--- src/rtl/manchester_encoder.sv ---
// Transmit framer and Manchester line encoder: preamble, start word, then FRAME_SIZE+1
// logical payload bytes from an AXI-Stream slave, MSB first, one half-bit per clock.
module manchester_encoder #(
    parameter int         FRAME_SIZE       = 64,
    parameter int         PREAMBLE_BYTES   = 4,
    parameter logic [7:0] START_WORD       = 8'hD5,
    parameter logic [7:0] PREAMBLE_PATTERN = 8'hAA,
    parameter logic [7:0] ESCAPE_SYMBOL    = 8'hE5,
    parameter logic [7:0] REPLACE_SYMBOL   = 8'hF5
) (
    input  logic       aclk,
    input  logic       aresetn,
    input  logic [7:0] s_axis_tdata,
    input  logic       s_axis_tvalid,
    output logic       s_axis_tready,
    output logic       manchester_out,
    output logic       busy,
    output logic       frame_done,
    output logic       err_symbol
);

    localparam int              PW        = $clog2(PREAMBLE_BYTES);
    localparam logic [PW-1:0]   PRE_LAST  = PW'(PREAMBLE_BYTES - 1);
    localparam logic [8:0]      LAST_BYTE = 9'(FRAME_SIZE);

    typedef enum logic [1:0] {IDLE, PREAMBLE, START, PAYLOAD} state_t;

    state_t        state;
    state_t        state_next;
    logic [3:0]    half_cnt;
    logic [PW-1:0] pre_cnt;
    logic [8:0]    byte_cnt;
    logic [7:0]    cur_byte;
    logic          cur_filler;
    logic          slot_end;
    logic          fetch;
    logic          last_slot;
    logic          line_bit;
    logic [7:0]    fetch_byte;
    logic [7:0]    tx_byte;

    // The state machine runs one cycle ahead of the registered line, so the fetch cycle
    // (first state cycle of a payload slot) lines up with the last half-bit on the wire.
    assign slot_end      = (half_cnt == 4'd15);
    assign fetch         = (state == PAYLOAD) && (half_cnt == 4'd0);
    assign last_slot     = (state == PAYLOAD) && !cur_filler && (byte_cnt == LAST_BYTE);
    assign s_axis_tready = fetch;
    assign err_symbol    = fetch && s_axis_tvalid &&
                           ((s_axis_tdata == ESCAPE_SYMBOL) || (s_axis_tdata == REPLACE_SYMBOL));

    always_comb begin
        fetch_byte = ESCAPE_SYMBOL;
        if (s_axis_tvalid) begin
            fetch_byte = (s_axis_tdata == START_WORD) ? REPLACE_SYMBOL : s_axis_tdata;
        end
    end

    // The fetched byte bypasses cur_byte so its first half-bit goes out without a bubble.
    always_comb begin
        tx_byte = 8'h00;
        case (state)
            PREAMBLE: tx_byte = PREAMBLE_PATTERN;
            START:    tx_byte = START_WORD;
            PAYLOAD:  tx_byte = fetch ? fetch_byte : cur_byte;
            default:  tx_byte = 8'h00;
        endcase
    end

    assign line_bit = tx_byte[~half_cnt[3:1]];

    always_ff @(posedge aclk or negedge aresetn) begin
        if (!aresetn) begin
            state <= IDLE;
        end else begin
            state <= state_next;
        end
    end

    always_comb begin
        state_next = state;
        case (state)
            IDLE:     if (s_axis_tvalid) state_next = PREAMBLE;
            PREAMBLE: if (slot_end && (pre_cnt == PRE_LAST)) state_next = START;
            START:    if (slot_end) state_next = PAYLOAD;
            PAYLOAD:  if (slot_end && last_slot) state_next = IDLE;
            default:  state_next = IDLE;
        endcase
    end

    always_ff @(posedge aclk or negedge aresetn) begin
        if (!aresetn) begin
            half_cnt   <= 4'd0;
            pre_cnt    <= '0;
            byte_cnt   <= 9'd0;
            cur_byte   <= 8'h00;
            cur_filler <= 1'b0;
        end else begin
            half_cnt <= (state == IDLE) ? 4'd0 : half_cnt + 4'd1;
            if (state != PREAMBLE) begin
                pre_cnt <= '0;
            end else if (slot_end) begin
                pre_cnt <= pre_cnt + 1'b1;
            end
            if (state != PAYLOAD) begin
                byte_cnt <= 9'd0;
            end else if (slot_end && !cur_filler) begin
                byte_cnt <= byte_cnt + 9'd1;
            end
            if (fetch) begin
                cur_byte   <= fetch_byte;
                cur_filler <= !s_axis_tvalid;
            end
        end
    end

    always_ff @(posedge aclk or negedge aresetn) begin
        if (!aresetn) begin
            manchester_out <= 1'b0;
            busy           <= 1'b0;
            frame_done     <= 1'b0;
        end else begin
            manchester_out <= (state != IDLE) && (half_cnt[0] ? line_bit : ~line_bit);
            busy           <= (state != IDLE);
            frame_done     <= slot_end && last_slot;
        end
    end

endmodule

--- config.mk ---
export PLATFORM = sky130hd
export DESIGN_NAME = manchester_encoder
export DESIGN_NICKNAME = d
export VERILOG_FILES = /design/src/rtl/manchester_encoder.sv
export SDC_FILE = /design/constraint.sdc
export NUM_CORES = 1
export LEC_CHECK = 0
export CORE_ASPECT_RATIO = 1.4
export CORE_MARGIN = 1
export CORE_UTILIZATION = 34
export CTS_CLUSTER_DIAMETER = 60
export DETAILED_ROUTE_END_ITERATION = 10
export PLACE_DENSITY_LB_ADDON = 0.1
export SLEW_MARGIN = 10
export SYNTH_ARGS = -nofsm -noshare
export SYNTH_HDL_FRONTEND = slang
export SYNTH_SLANG_ARGS = --single-unit
--- constraint.sdc ---
create_clock -name aclk -period 5.42 [get_ports aclk]
set_input_delay 1.084 -clock aclk [delete_from_list [all_inputs] [get_ports aclk]]
set_output_delay 1.084 -clock aclk [all_outputs]
set_load 0.01 [all_outputs]
==> Yosys cells after proc, flatten, opt, wreduce, memory -nomap -nowiden <==
Index checks and enable logic that the tools add are counted.
{ "classes": {"addsub": 3, "magnitude_cmp": 1, "eq_ne": 15, "mux": 17, "bitwise_logic": 2, "reduce_logical": 18} }
{ "ops": {"columns": ["cell", "n"], "rows": [
  ["equality test 8 bit (second input constant)", 3],
  ["2-to-1 mux 8 bit", 3],
  ["one-hot mux 8 bit (3 select lines)", 1],
  ["2-to-1 mux 9 bit", 2],
  ["2-to-1 mux 2 bit", 6],
  ["adder 9 x 1 -> 9 bit (second input constant)", 1],
  ["equality test 9 x 7 -> 1 bit (second input constant)", 1],
  ["logical AND 1 bit", 9],
  ["inequality test 2 bit (second input constant)", 4],
  ["one-hot mux 2 bit (4 select lines)", 1],
  ["equality test 2 bit (second input constant)", 3],
  ["nonzero test 2 bit", 3],
  ["adder 4 x 1 -> 4 bit (second input constant)", 1],
  ["equality test 4 bit (second input constant)", 1],
  ["zero test 4 bit", 1],
  ["< comparator 3 x 4 -> 1 bit (second input constant)", 1],
  ["2-to-1 mux 4 bit", 1],
  ["inequality test 2 x 1 -> 1 bit (second input constant)", 2],
  ["AND reduction 4 bit", 1],
  ["binary-select mux 1 bit (select 3 bit)", 1],
  ["NOT 3 bit", 1],
  ["adder 2 x 1 -> 2 bit (second input constant)", 1],
  ["equality test 2 x 1 -> 1 bit (second input constant)", 1],
  ["zero test 1 bit", 2],
  ["other kinds (4)", 5]
]} }
{ "totals": {"reg_bits": 29, "in_bits": 11, "output_inout_bits": 5, "elab_cells": 65} }

==> Depth between registers and ports, before layout <==
Gate-level depths: netlist (run 1).
{ "logic_depth": {"ltp_word": 10, "depth_mapped": 10, "ltp_nobuf": 8} }

==> Worst setup path after synthesis (run 1) <==
Ideal clock, no wire load.
{ "synth_path": {"kind": "reg-to-output", "startpoint": "register half_cnt[1]", "endpoint": "output err_symbol", "arrival_ns": 1.779, "required_time_ns": 4.336, "path_slack_ns": 2.557, "path_stages_with_launch": 10, "path_buffers": 3, "path_cell_list": "dfrtp_1 -> clkbuf_1 -> inv_1 -> ha_1 -> nand4bb_1 -> clkbuf_1 -> inv_2 -> clkbuf_1 -> nand2_1 -> nor2_1"} }
{ "synth_between": {"elab_chain_len": 4} }
{ "synth_rtl": {"columns": ["element", "line", "source"], "rows": [
  ["start, declared", "30", "logic [3:0] half_cnt;"],
  ["start signal, assigned", "98", "half_cnt <= (state == IDLE) ? 4'd0 : half_cnt + 4'd1;"],
  ["zero test 4 bit", "45", "assign fetch = (state == PAYLOAD) && (half_cnt == 4'd0);"],
  ["logical AND 1 bit", "45", null],
  ["net s_axis_tready", "15", "output logic s_axis_tready,"],
  ["logical AND 1 bit (2 in a row)", "48", "assign err_symbol = fetch && s_axis_tvalid &&"],
  ["end, declared", "19", "output logic err_symbol"]
]} }
The timed path passes the listed nets, and every way through them passes these cells.

==> Final worst setup path (run 1) <==
{ "layout_path": {"startpoint": "input s_axis_tdata[2]", "endpoint": "output err_symbol"} }
{ "layout_between": {"elab_chain_len": 3, "word_cells_on_any_way": 4, "classes_between": "eq/ne: 2; reduce/logical: 2"} }
{ "layout_rtl": {"columns": ["element", "line", "source"], "rows": [
  ["start, declared", "13", "input logic [7:0] s_axis_tdata,"],
  ["equality test 8 bit", "49", "((s_axis_tdata == ESCAPE_SYMBOL) || (s_axis_tdata == REPLACE_SYMBOL));"],
  ["logical OR 1 bit (*)", "49", null],
  ["logical AND 1 bit (*)", "48", null]
]} }
Mark *: on every way between the ends. The rest lies on a longest branch, timed or not.

==> results.toml, run 1 <==
[global_routing]
grt_max_degree = 30
antenna_found_initial = 0
track_usage_pct = 15.9
grt-ovfl-total = 0
grt_pass1_vias = 1265
grt_pass1_wl_mm = 5.93

[pwr]
p_leak_nw = 0.856
power_density_nw_per_um2 = 449
p_total_mw = 0.864
vdd_drop_max_uv = 175

[yosys]
synth_area_leaders = "dfrtp_1, ha_1, nor2_1, nand2_1, xor2_1"
synthArstFlopShare_pct = 100
syn-num-nets = 188
syn_area_um2 = 1670
netlist.top_cell.by_area = "dfrtp_1"
yosys_most_used_dff = "dfrtp_1"
yosysTopAreaCellShare_pct = 43.4
synth_seq_cells = 29
postSynthAreaPerCell_um2 = 9.96
synth.distinct_cells = 52
syn_inst = 168
synth-edff-count = 0
ys_seq_area_share_pct = 43.4
synth.yosys.warnings = 0

[timing]
finalClockSkew_ps = 7.76
period_share_pct = 68.9
drv_slew = 0
hold_viol = 0
clock.fmax_mhz = 268
report.final.setup_viol = 0
rsz0062_at_grt = "false"
fin_crit_ps = 3740
tightest_slew_ps = 572
timing.setup.tns_ps = 0
hold_ws_ps = 468
max_slew_margin_pct = 61.5

[layout]
num_antenna_cells = 0
final_cell_mix = "dfrtp_1, nor2_1, nand2_1, clkdlybuf4s50_1, inv_1"
drive_above_1_share_pct = 9.24
layout_commonest_cell = "dfrtp_1"
nFillCells = 512
multi_input_area_um2 = 837
areaGrowthSynthToFinish_pct = 15.1
regArea_um2 = 726
nets = 203
final_cells = 246
fin_util_pct = 41.5

[clocking]
clock_latency_ps = 280
ctsHoldBuffers = 0
cts_tree = "built"
cts_root_buf = "clkbuf_8"
clk_path_buf_depth = 2
ctsResizeCount = 0
cts_setup_buffers = 0
numClockSinks = 29
clk_pin_slew_ps = 60
htreeDepth = 2
cts_buffers = 5

[setup_path]
arrival_ps = 2650
critPathRequiredTime_ps = 4340
end_kind = "primary output"
start_kind = "primary input"
crit_type = "primary input to primary output"
worst-path-max-fanout = 2

[die]
core_area_um2 = 4640
die_y_um = 85.0
die_area_um2 = 5210
start_util_pct = 36.0
dieWidth_um = 61.3
rows = 29
io_pins = 16

[placed_design]
hpwl_mm = 2.62
post-place-cells = 238
portBuffers = 15
gp_congestion = 0.718

[routing]
route.detailed.drc = 0
vias = 1230
postRouteAntennaNets = 0
wl_per_cell_um = 13.9
drt_first_pass_iters = 4
wl_mm = 3.42
vias_per_cell = 5.00
drtIter0Drc = 71

[run_status]
outcome = "complete, no violations"

[hold_path]
hold_class = "flop to flop"

[job]
drv_cap = 0
## critical path, cell delays in order
cell,delay (ps)
clkdlybuf4s50_1,470
nor4bb_1,360
nand2_1,100
nor2_1,100
clkdlybuf4s50_1,540
## synthesized netlist by cell type, drive strengths merged, types with 2 or more instances
library cell and count:
o21ai 4, and2 4, nand4 8, ha 9, nand2 19, or3b 2, xnor2 3, clkbuf 4
inv 12, buf 4, mux2 3, a21oi 3, nor4 2, nor3 3, nand2b 2, nor2b 2
nor2 20, dfrtp 29, nand3 5, xor2 8
## sequential cells by signal, summed over array words and instances (netlist names)
signal / flops
state: 2
cur_byte: 8
pre_cnt: 2
manchester_out: 1
frame_done: 1
half_cnt: 4
busy: 1
cur_filler: 1
byte_cnt: 9
## routing by layer
layer	wire length (um)	up-vias	track usage, %
met5	0	-	0
met4	62	0	5.58
met3	99	5	5.03
met2	1940	20	28.9
met1	1310	601	16.3
li1	-	604	-
## through the flow
stage          cell area (um^2)  setup WS, ps
5_1_grt                    1930          1550
3_5_place_dp               1850          1670
3_3_place_gp               1850          1650
4_1_cts                    1930          1670
2_1_floorplan              1670          2560
6_report                   1930          1680
## kinds of logic (layout without fill, tap and decap cells)
family                     Yosys count  after routing  share of synthesized area (%)
xor gates and xnor gates            11             11                           5.76
and+or+nand+nor                     78             78                           27.2
AOI/OAI and AO/OA                   17             17                           7.78
adders and majority gates            9              9                           6.73
muxes                                4              4                           2.62
buffers and inverters               20             36                           6.58
DFF                                 29             29                           43.4
## path summary, 6_finish.rpt
path,slack (ps),from,end,cells after the start
worst max-delay path,1680,s_axis_tdata[2],err_symbol,5
worst min-delay path,470,cur_byte[2]$_DFF_PN0_,cur_byte[2]$_DFF_PN0_,2
worst max register to register,2940,half_cnt[1]$_DFF_PN0_,manchester_out$_DFF_PN0_,7
worst min register to register,470,cur_byte[2]$_DFF_PN0_,cur_byte[2]$_DFF_PN0_,2
max in group asynchronous,3940,aresetn,byte_cnt[2]$_DFFE_PN0P_,2
min in group asynchronous,1190,aresetn,state[1]$_DFFE_PN0P_,2
## cell type report
| type | count | area share [%] |
|---|---|---|
| multi-input cells | 119 | 43.5 |
| well taps | 62 | 4.03 |
| flip-flops and latches | 29 | 37.7 |
| inverters | 12 | 2.47 |
| clock buffers | 8 | 4.16 |
| repair buffers | 16 | 8.19 |
## report_power, final
group	switching (mW)	total (mW)	internal, mW
logic	0.184	0.341	0.158
registers	0.0757	0.354	0.279
clock network	0.0772	0.168	0.0910
total	0.337	0.864	0.527
(Power assumes the default switching activity.)
==> run 2, diff against run 1 <==
clock period = 3.8 ns   (was 5.42 ns; I/O delays follow)
==> results.toml, run 2 (synthesis gave the netlist of run 1 again) <==
[routing]
vias = 1264
wl_mm = 3.47
postRouteAntennaNets = 0
drt_first_pass_iters = 4
vias_per_cell = 5.12
wl_met3_um = 85
wl_per_cell_um = 14.1
route.detailed.drc = 0
highest_layer = "met4"
drtIter0Drc = 64
wl_met2_mm = 2.03
wl_met1_mm = 1.30

[setup_path]
critPathRequiredTime_ps = 3040
crit_type = "primary input to primary output"
critPathMostFrequentCell = "clkdlybuf4s50_1"
cpPeakStageDelay_ps = 550
crit_buf_inv = 2
worst-path-max-fanout = 2
cp_slowest_cell = "clkdlybuf4s50_1"
arrival_ps = 2340
cp_cell_sequence = "clkdlybuf4s50_1, nor4bb_1, nand2_1, nor2_1, clkdlybuf4s50_1"
start_kind = "primary input"
end_kind = "primary output"
critPathTopFamily = "buffers and inverters"

[global_routing]
antenna_found_initial = 0
grt_pass1_vias = 1347
grt-ovfl-total = 0
track_usage_pct = 16.4
grt_pass1_wl_mm = 6.25
grt_max_degree = 20

[timing]
period_share_pct = 81.6
max_slew_margin_pct = 41.1
report.final.setup_viol = 0
clock.fmax_mhz = 323
fin_ws_ps = 700
rsz0062_at_grt = "false"
fin_crit_ps = 3100
hold_viol = 0
drv_slew = 0
finalClockSkew_ps = 5.55
hold_ws_ps = 469
timing.setup.tns_ps = 0
tightest_slew_ps = 881

[die]
die_y_um = 85.0
rows = 29
start_util_pct = 36.0
core_area_um2 = 4640
die_area_um2 = 5210
dieWidth_um = 61.3
io_pins = 16

[pwr]
vdd_drop_max_uv = 231
pwr-share-clk_pct = 19.5
p_int_mw = 0.756
power_density_nw_per_um2 = 644
sw_frac_of_total_pct = 39.3
p_seq_share_pct = 40.7
p_sw_mw = 0.489
p_leak_nw = 0.860
share_comb_of_total_power_pct = 39.8

[layout]
drive_above_1_share_pct = 9.73
areaGrowthSynthToFinish_pct = 15.6
layout_commonest_cell = "dfrtp_1"
design_area_um2 = 1930
reg_top3 = "byte_cnt: 9 flops, cur_byte: 8 flops, half_cnt: 4 flops"
regMostFlops = "byte_cnt"
largest_reg_flops = 9
nFillCells = 506
final_cell_mix = "dfrtp_1, nor2_1, nand2_1, clkdlybuf4s50_1, inv_1"
num_antenna_cells = 0
nets = 204

[clocking]
ctsResizeCount = 0
cts_buffers = 5
htreeDepth = 2
ctsHoldBuffers = 0
clock_latency_ps = 280
clk_pin_slew_ps = 60
numClockSinks = 29
cts_tree = "built"
clk_path_buf_depth = 2
cts_root_buf = "clkbuf_8"
cts_setup_buffers = 0

[run_status]
outcome = "complete, no violations"

[placed_design]
place_area_um2 = 1850
portBuffers = 15
dp_slack_ps = 707
hpwl_mm = 2.69
gp_congestion = 0.750

[hold_path]
hold_class = "flop to flop"

[job]
drv_cap = 0
## run 2: final timing paths
kind,slack [ps],cells past startpoint,from,to
setup / recovery,700,5,s_axis_tdata[2],err_symbol
hold / removal,470,2,cur_byte[2]$_DFF_PN0_,cur_byte[2]$_DFF_PN0_
setup reg to reg,1570,7,state[0]$_DFFE_PN0P_,manchester_out$_DFF_PN0_
hold reg to reg,470,2,cur_byte[2]$_DFF_PN0_,cur_byte[2]$_DFF_PN0_
max in group asynchronous,2140,2,aresetn,busy$_DFF_PN0_
min in group asynchronous,990,1,aresetn,cur_byte[5]$_DFF_PN0_
## run 2: worst register-to-register path, stage by stage, from the launching register on
cell	delay, ps
dfrtp_1	440
inv_1	110
ha_1	200
or3b_1	360
a311oi_1	490
or4_1	200
a2bb2oi_1	190
nand4_1	120
## run 2: layout make-up
cell class	count	area, um^2	area share, %
Tap cell	62	77.6	4.01
Timing Repair Buffer	17	165	8.54
Multi-Input combinational cell	119	837	43.3
Sequential cell	29	726	37.5
Clock buffer	8	80.1	4.14
Inverter	12	47.5	2.46
## run 2: power by group through the flow
stage	Combinational (mW)	Sequential, mW	Clock (mW)
2_1_floorplan	0.417	0.454	0
3_3_place_gp	0.485	0.506	0
3_5_place_dp	0.504	0.512	0
4_1_cts	0.504	0.507	0.250
5_1_grt	0.565	0.523	0.268
6_report	0.496	0.506	0.243
## run 2: per-layer routing
layer | track usage [%] | vias up
li1 | - | 611
met1 | 17.1 | 628
met2 | 30.4 | 20
met3 | 3.66 | 5
met4 | 6.20 | 0
met5 | 0 | -
## run 2: through the flow
stage | total power, mW | cells | util (%)
final | 1.24 | 247 | 41.6
after global routing | 1.36 | 247 | 41.6
after CTS | 1.26 | 247 | 41.6
after detailed placement | 1.02 | 239 | 39.9
after global placement | 0.990 | 239 | 39.9
after floorplan | 0.871 | 168 | -
==> run 3, diff against run 2 <==
clock period = 3.2 ns   (was 3.8 ns; I/O delays follow)
==> results.toml, run 3 (synthesis gave the netlist of run 1 again) <==
[run_status]
outcome = "complete, no violations"

[layout]
num_antenna_cells = 0
drive_above_1_share_pct = 10.8
final_cell_mix = "dfrtp_1, nor2_1, nand2_1, clkdlybuf4s50_1, inv_1"
reg_top3 = "byte_cnt: 9 flops, cur_byte: 8 flops, half_cnt: 4 flops"
layout_commonest_cell = "dfrtp_1"
regMostFlops = "byte_cnt"
design_area_um2 = 1950
largest_reg_flops = 9
areaGrowthSynthToFinish_pct = 16.4
nets = 205

[placed_design]
portBuffers = 15
hpwl_mm = 2.64
place_area_um2 = 1860
gp_congestion = 0.718

[setup_path]
crit_buf_inv = 2
start_kind = "primary input"
end_kind = "primary output"
critPathMostFrequentCell = "clkdlybuf4s50_1"
arrival_ps = 2290
cpPeakStageDelay_ps = 540
cp_slowest_cell = "clkdlybuf4s50_1"
critPathRequiredTime_ps = 2560
critPathTopFamily = "buffers and inverters"
rrSetupSlack_ps = 980
worst-path-max-fanout = 2
cp_cell_sequence = "clkdlybuf4s50_1, nor4bb_1, nand2_1, nor2_1, clkdlybuf4s50_1"
crit_type = "primary input to primary output"

[pwr]
vdd_drop_max_uv = 314
p_leak_nw = 0.870
power_density_nw_per_um2 = 760

[clocking]
cts_setup_buffers = 0
clk_path_buf_depth = 2
ctsResizeCount = 0
clock_latency_ps = 270
cts_root_buf = "clkbuf_8"
numClockSinks = 29
ctsHoldBuffers = 0
cts_tree = "built"
htreeDepth = 2
cts_buffers = 5
clk_pin_slew_ps = 60

[timing]
clock.fmax_mhz = 341
max_slew_margin_pct = 65.1
drv_slew = 0
period_share_pct = 91.6
report.final.setup_viol = 0
finalClockSkew_ps = 3.09
tightest_slew_ps = 519
hold_ws_ps = 468
hold_viol = 0
rsz0062_at_grt = "false"
fin_crit_ps = 2930
timing.setup.tns_ps = 0

[die]
rows = 29
io_pins = 16
start_util_pct = 36.0
core_area_um2 = 4640
die_y_um = 85.0
die_area_um2 = 5210
dieWidth_um = 61.3

[global_routing]
antenna_found_initial = 0
grt.busiest_layer = "met2"
use_met2_pct = 28.6
grtUsageMet1_pct = 16.3
track_usage_pct = 15.7
grt_pass1_wl_mm = 5.96
grt_max_degree = 30
grt_pass1_vias = 1302
met3_usage_pct = 4.57
grt-ovfl-total = 0

[job]
drv_cap = 0

[routing]
vias = 1244
wl_mm = 3.44
drt_first_pass_iters = 4
vias_per_cell = 5.04
route.detailed.drc = 0
postRouteAntennaNets = 0
drtIter0Drc = 37
wl_per_cell_um = 13.9

[hold_path]
hold_class = "flop to flop"
==> run 3: changes by cell type in the layout (fill, tap and decap cells not counted), sizes merged <==
cell    before  now
buf          2    3
clkbuf       8    7
==> run 3: final timing paths <==
kind | from | endpoint | cells past startpoint
setup / recovery | s_axis_tdata[2] | err_symbol | 5
hold / removal | cur_byte[3]$_DFF_PN0_ | cur_byte[3]$_DFF_PN0_ | 2
setup reg to reg | half_cnt[1]$_DFF_PN0_ | manchester_out$_DFF_PN0_ | 8
hold reg to reg | cur_byte[3]$_DFF_PN0_ | cur_byte[3]$_DFF_PN0_ | 2
max in group asynchronous | aresetn | half_cnt[0]$_DFF_PN0_ | 2
min in group asynchronous | aresetn | cur_byte[0]$_DFF_PN0_ | 2
==> run 3: where the power goes <==
group          switching, mW  internal [mW]  total, mW
clock                  0.125          0.170      0.295
combinational          0.310          0.274      0.584
sequential             0.127          0.472      0.600
total                  0.563          0.916       1.48
==> run 3: cell type report <==
type                            instances  area, um^2
Clock buffer                            7        86.3
Fill cell                             492        2700
Inverter                               12        47.5
Multi-Input combinational cell        119         837
Sequential cell                        29         726
Tap cell                               62        77.6
Timing Repair Buffer                   18         173
==> run 3: layer usage <==
metal	vias up	share of wire [%]
met5	-	0
met4	0	1.8
met3	5	2.6
met2	21	57
met1	604	39
li1	614	-
==> run 3: metrics by stage <==
stage               util, %  total power, mW  worst slack [ps]  std cells
finish                 41.9             1.48               269        247
global route           41.9             1.60               212        247
CTS                    41.9             1.51               253        247
detailed placement     40.1             1.20               264        240
global placement       40.1             1.18               323        240
floorplan                 -             1.03               781        168
==> run 3: worst min-delay path, stage by stage (launching register included) <==
cell	delay (ps)
dfrtp_1	330
nand2_1	50
nand2_1	50
